**config.mk**
```make
export PLATFORM = sky130hd
export DESIGN_NAME = ped_request_unit
export DESIGN_NICKNAME = d
export VERILOG_FILES = /design/src/rtl/ped_request_unit.sv
export SDC_FILE = /design/constraint.sdc
export NUM_CORES = 1
export LEC_CHECK = 0
export CAP_MARGIN = 5
export CORE_UTILIZATION = 45
export CTS_CLUSTER_DIAMETER = 80
export DETAILED_ROUTE_END_ITERATION = 12
export HOLD_SLACK_MARGIN = 0.12
export PLACE_DENSITY = 0.67
export SYNTH_ARGS = -nofsm -noshare
export SYNTH_HDL_FRONTEND = slang
export SYNTH_SLANG_ARGS = --single-unit
```
**constraint.sdc**
```tcl
create_clock -name clk -period 7.06 [get_ports clk]
set_clock_uncertainty 0.1 [all_clocks]
set_input_delay 1.412 -clock clk [delete_from_list [all_inputs] [get_ports clk]]
set_output_delay 1.412 -clock clk [all_outputs]
set_load 0.05 [all_outputs]
```
**src/rtl/ped_request_unit.sv**
```systemverilog
`timescale 1ns/1ps
`default_nettype none
// ============================================================================
// Module      : ped_request_unit
// Description : Pedestrian-request front end for the intersection controller.
//               Synchronizes and debounces the raw crossing push-button,
//               latches a request until the controller grants a pedestrian
//               phase, drives the WAIT lamp, enforces a post-phase lockout
//               and counts accepted requests (saturating).
// Ports       : clk        - system clock
//               rst        - asynchronous active-high reset
//               button_raw - raw push-button, asynchronous to clk
//               ped_phase  - controller pedestrian-green indication
//               req        - registered request level to the controller
//               wait_lamp  - WAIT indicator, identical to req
//               req_count  - accepted request count, saturates at all-ones
// Revision    : 1.0 - initial release
// ============================================================================
module ped_request_unit #(
  parameter int DEBOUNCE_CYCLES = 1_000_000,
  parameter int LOCKOUT_CYCLES  = 500_000_000,
  parameter int CNT_W           = 16
) (
  input  logic             clk,
  input  logic             rst,
  input  logic             button_raw,
  input  logic             ped_phase,
  output logic             req,
  output logic             wait_lamp,
  output logic [CNT_W-1:0] req_count
);

  // Counters only ever reach N-1, so clog2(N) bits suffice (min 1 bit).
  localparam int c_db_w = (DEBOUNCE_CYCLES > 1) ? $clog2(DEBOUNCE_CYCLES) : 1;
  localparam int c_lo_w = (LOCKOUT_CYCLES > 1) ? $clog2(LOCKOUT_CYCLES) : 1;
  localparam logic [c_db_w-1:0] c_db_last = c_db_w'(DEBOUNCE_CYCLES - 1);
  localparam logic [c_lo_w-1:0] c_lo_last = c_lo_w'(LOCKOUT_CYCLES - 1);

  typedef enum logic [1:0] {
    ST_IDLE      = 2'd0,
    ST_REQUESTED = 2'd1,
    ST_SERVING   = 2'd2,
    ST_LOCKOUT   = 2'd3
  } state_t;

  logic              r_sync_meta;
  logic              r_btn_sync;
  logic              r_btn_stable;
  logic              r_btn_stable_d;
  logic [c_db_w-1:0] r_db_cnt;
  logic              r_ped_d;
  state_t            r_state;
  logic              r_pending;
  logic [c_lo_w-1:0] r_lo_cnt;
  logic              r_req;
  logic [CNT_W-1:0]  r_req_count;

  logic w_press_evt;
  logic w_ped_rise;
  logic w_ped_fall;
  logic w_cnt_full;

  // Two-flop synchronizer for the asynchronous button.
  always_ff @(posedge clk or posedge rst) begin
    if (rst) begin
      r_sync_meta <= 1'b0;
      r_btn_sync  <= 1'b0;
    end else begin
      r_sync_meta <= button_raw;
      r_btn_sync  <= r_sync_meta;
    end
  end

  // Debouncer: a new level is accepted only after it has differed from the
  // stable level for DEBOUNCE_CYCLES consecutive cycles.
  always_ff @(posedge clk or posedge rst) begin
    if (rst) begin
      r_btn_stable   <= 1'b0;
      r_btn_stable_d <= 1'b0;
      r_db_cnt       <= '0;
    end else begin
      r_btn_stable_d <= r_btn_stable;
      if (r_btn_sync != r_btn_stable) begin
        if (r_db_cnt == c_db_last) begin
          r_btn_stable <= r_btn_sync;
          r_db_cnt     <= '0;
        end else begin
          r_db_cnt <= r_db_cnt + 1'b1;
        end
      end else begin
        r_db_cnt <= '0;
      end
    end
  end

  assign w_press_evt = r_btn_stable & ~r_btn_stable_d;

  // Pedestrian phase edge detection.
  always_ff @(posedge clk or posedge rst) begin
    if (rst) begin
      r_ped_d <= 1'b0;
    end else begin
      r_ped_d <= ped_phase;
    end
  end

  assign w_ped_rise = ped_phase & ~r_ped_d;
  assign w_ped_fall = ~ped_phase & r_ped_d;
  assign w_cnt_full = &r_req_count;

  // Request FSM. r_req is updated on every transition into or out of
  // REQUESTED so it always equals (state == REQUESTED) from a flop.
  always_ff @(posedge clk or posedge rst) begin
    if (rst) begin
      r_state     <= ST_IDLE;
      r_pending   <= 1'b0;
      r_lo_cnt    <= '0;
      r_req       <= 1'b0;
      r_req_count <= '0;
    end else begin
      case (r_state)
        ST_IDLE: begin
          // A phase starting on the same cycle as a press wins: no count.
          if (w_ped_rise) begin
            r_state <= ST_SERVING;
          end else if (w_press_evt) begin
            r_state <= ST_REQUESTED;
            r_req   <= 1'b1;
            if (!w_cnt_full) begin
              r_req_count <= r_req_count + 1'b1;
            end
          end
        end
        ST_REQUESTED: begin
          if (w_ped_rise) begin
            r_state <= ST_SERVING;
            r_req   <= 1'b0;
          end
        end
        ST_SERVING: begin
          if (w_ped_fall) begin
            r_state   <= ST_LOCKOUT;
            r_lo_cnt  <= '0;
            r_pending <= 1'b0;
          end
        end
        ST_LOCKOUT: begin
          if (w_ped_rise) begin
            r_state   <= ST_SERVING;
            r_pending <= 1'b0;
          end else if (r_lo_cnt == c_lo_last) begin
            // A press on the final lockout cycle still counts as pending.
            r_lo_cnt  <= '0;
            r_pending <= 1'b0;
            if (r_pending | w_press_evt) begin
              r_state <= ST_REQUESTED;
              r_req   <= 1'b1;
              if (!w_cnt_full) begin
                r_req_count <= r_req_count + 1'b1;
              end
            end else begin
              r_state <= ST_IDLE;
            end
          end else begin
            r_lo_cnt <= r_lo_cnt + 1'b1;
            if (w_press_evt) begin
              r_pending <= 1'b1;
            end
          end
        end
        default: begin
          r_state   <= ST_IDLE;
          r_req     <= 1'b0;
          r_pending <= 1'b0;
        end
      endcase
    end
  end

  assign req       = r_req;
  assign wait_lamp = r_req;
  assign req_count = r_req_count;

endmodule
`default_nettype wire

```
==> metrics.cfg <==
[synth]
synth_xor_area_share_pct=11.2
yosysSeqAreaShare_pct=48.1
ys_async_sr_fraction_pct=100
synth_nets=399
synth-edff-count=0
postSynthAreaPerCell_sq_um=9.96
synth.area.top_cells=dfrtp_1 48%, xnor2_1 7.1%, nor2_1 4.6%, xor2_1 4.1%, ha_1 2.9%
synthSimpleGateAreaFrac_pct=27.0
synthesis.area_sq_um=3850
synth_cell_type_count=46
synthAdderAreaFrac_pct=2.93
synth_warnings=0
synth-seq-cells=74
synth_top_cell_by_area=dfrtp_1
synthFlopType=dfrtp_1
synth_top_family_by_area=simple AND/OR/NAND/NOR gates
synth_top_area_share_pct=48.1
syn_inst=386
muxShareOfSynthArea_pct=1.17
synth_compound_area_share_pct=7.29

[worst_setup_path]
path_max_fanout=25
cpMostUsedCell=a21oi_1
crit_family=simple AND/OR/NAND/NOR gates
startpoint=ped_phase
arrival_ps=3610
end_kind=register
critPathLaunchType=input port
slowest_delay_ps=680
path_cells=clkdlybuf4s50_1 > and3b_1 > a21oi_1 > buf_4 > or4_1 > or3_1 > a21oi_1
rr_startpoint=r_lo_cnt[8]
cp.buffers_inverters=2
crit_slowest_cell=or4_1
timing_worst_setup_path_type=input port to register
cp.required_ps=7240

[sta]
fmax_mhz=291
fin_tns_setup_ps=0
min_period_ps=3430
setup_ws_ps=3630
tightest_slew_ps=920
fin_hold_ws_ps=254
drv_slew=0
slew_headroom_pct=38.6
hold_viol=0
setup_viol=0
rsz0062_at_grt=false
timing.final.crit_share_pct=48.6

[routing]
routedWlPerCell_microns=14.3
drc=0
drt_wl_total_mm=7.40
drt-pass1-iter-count=4
drtAntennaViolNets=0
via_per_inst=5.54
drt_first_iter_violations=162
via_count=2862

[power]
ir_worst_vdd_mv=0.314
power_density_nw_per_um2=270
leakage_nw=1.71

[clock_tree]
clock_sinks=74
cts_tree=yes
cts.htree.levels=3
clk_latency_ps=350
cts_resized=0
clockRootBuffer=clkbuf_8
numCtsBuffers=9
cts_hold_repair.buffers=0
cts.clk_slew.worst_paths_ps=80
clock_path_buffers=2
cts_setup_buffers=0

[floorplanning]
initial_utilization_pct=46.6
coreArea_sq_um=8260
die_h_microns=94.5
row_count=33
pin_count=22
die_w_microns=94.5
fp.dieArea_sq_um=8920

[layout]
final_cell_area_sq_um=4340
fin_cells=517
nNetsFinal=420
area_growth_pct=12.9
antenna_cells=0
fillCellCount=754
drive_gt1_share_pct=8.01

[flow_run]
cap_violations=0

[global_routing]
first_global_vias=2797
antenna_found_initial=0
grt_pass1_wl_mm=12.9
grt_max_degree=75
grt_usage_pct=18.6
grt_overflow_total=0

[min_path]
min_path_type=register to register
min_from=r_sync_meta

[run_status]
status=complete, no violations

[placement]
place_ws_ps=3280
placed_area_sq_um=4150
place_congestion=0.776
io_buffer_count=21
place_inst=501
place_hpwl_mm=5.02

==> final timing paths <==
path	to	slack, ps	depth (start not counted)
hold / removal	r_btn_sync	250	0
hold reg to reg	r_btn_sync	250	0
min in group asynchronous	r_db_cnt[17]	1560	3
max in group asynchronous	r_db_cnt[15]	4720	3
setup / recovery	r_lo_cnt[27]	3630	7
setup reg to reg	r_lo_cnt[16]	4080	6
==> routing by layer <==
layer	GRT usage (%)	vias to the layer above	share of wire, %
met5	0	-	0
met4	9.34	0	1.9
met3	3.22	13	2.7
met2	30.1	37	48
met1	24.1	1396	48
li1	-	1416	-
==> worst register-to-register path, stage by stage, from the launching register on <==
cell and delay [ps]:
dfrtp_1 430, nor4_1 320, nand4_1 200, o41a_1 720
nor2_1 680, buf_4 330, nor2_1 70
==> synth_stat cells, drive strengths merged (3+ instances only) <==
cell    number
a21oi       17
and2         4
and3        13
and4         6
buf          5
clkbuf       9
dfrtp       74
ha           9
inv          7
mux2         4
nand2       22
nand2b       3
nand3       20
nand3b       4
nand4       13
nor2        47
nor2b        3
nor3         9
nor4        15
nor4b        5
o21ai       14
o41ai        3
or3          9
or4          3
xnor2       31
xor2        18
==> layout by cell type (no fill, tap or decap), types with 2 or more instances in the layout <==
master	count
dfrtp_1	74
nor2_1	47
xnor2_1	31
nand2_1	22
clkdlybuf4s50_1	21
nand3_1	20
xor2_1	18
a21oi_1	17
o21ai_0	14
and3_1	13
nand4_1	13
nor4_1	10
nor3_1	9
or3_1	9
ha_1	9
clkbuf_8	9
inv_1	6
and4_1	6
nor4_2	5
nand3b_1	4
mux2_2	4
nor4b_1	4
and2_1	4
nor2b_1	3
nand2b_1	3
clkinvlp_4	3
buf_4	3
o22ai_1	2
o31ai_1	2
nor3b_1	2
nand4b_1	2
o41ai_1	2
or4_1	2
==> area by class of cell <==
cell class	instances	area [sq um]	area share, %
clock buffers	10	128	2.94
multi-input cells	291	1910	43.9
well taps	105	131	3.03
clock inverters	6	66.3	1.53
flip-flops and latches	74	1850	42.6
repair buffers	24	233	5.36
inverters	7	26.3	0.605
==> logic make-up (layout without fill, tap and decap cells) <==
family,Yosys count,count (layout)
mux,4,4
flops,74,74
buf+inv,21,47
simple gates,184,184
fa+ha+maj,9,9
xor+xnor,49,49
compound gates,45,45
==> power by group <==
| part | total [W] | internal (W) | switching (W) |
|---|---|---|---|
| clock network | 0.000329 | 0.000164 | 0.000165 |
| registers | 0.000487 | 0.000454 | 0.0000329 |
| logic | 0.000355 | 0.000124 | 0.000231 |
==> flip-flops by register name (all words and copies together) (netlist names) <==
name / count
r_sync_meta: 1
r_state: 2
r_btn_sync: 1
r_pending: 1
r_btn_stable: 1
req_count: 16
req: 1
r_ped_d: 1
r_db_cnt: 20
r_btn_stable_d: 1
r_lo_cnt: 29
==> through the flow <==
step                utilization, %  power [W]
global route                  52.6    0.00123
global placement              50.2   0.000846
CTS                           52.6    0.00118
floorplan                        -   0.000760
detailed placement            50.2   0.000850
finish                        52.6    0.00117
No activity file was read; power rests on OpenSTA's default activity.
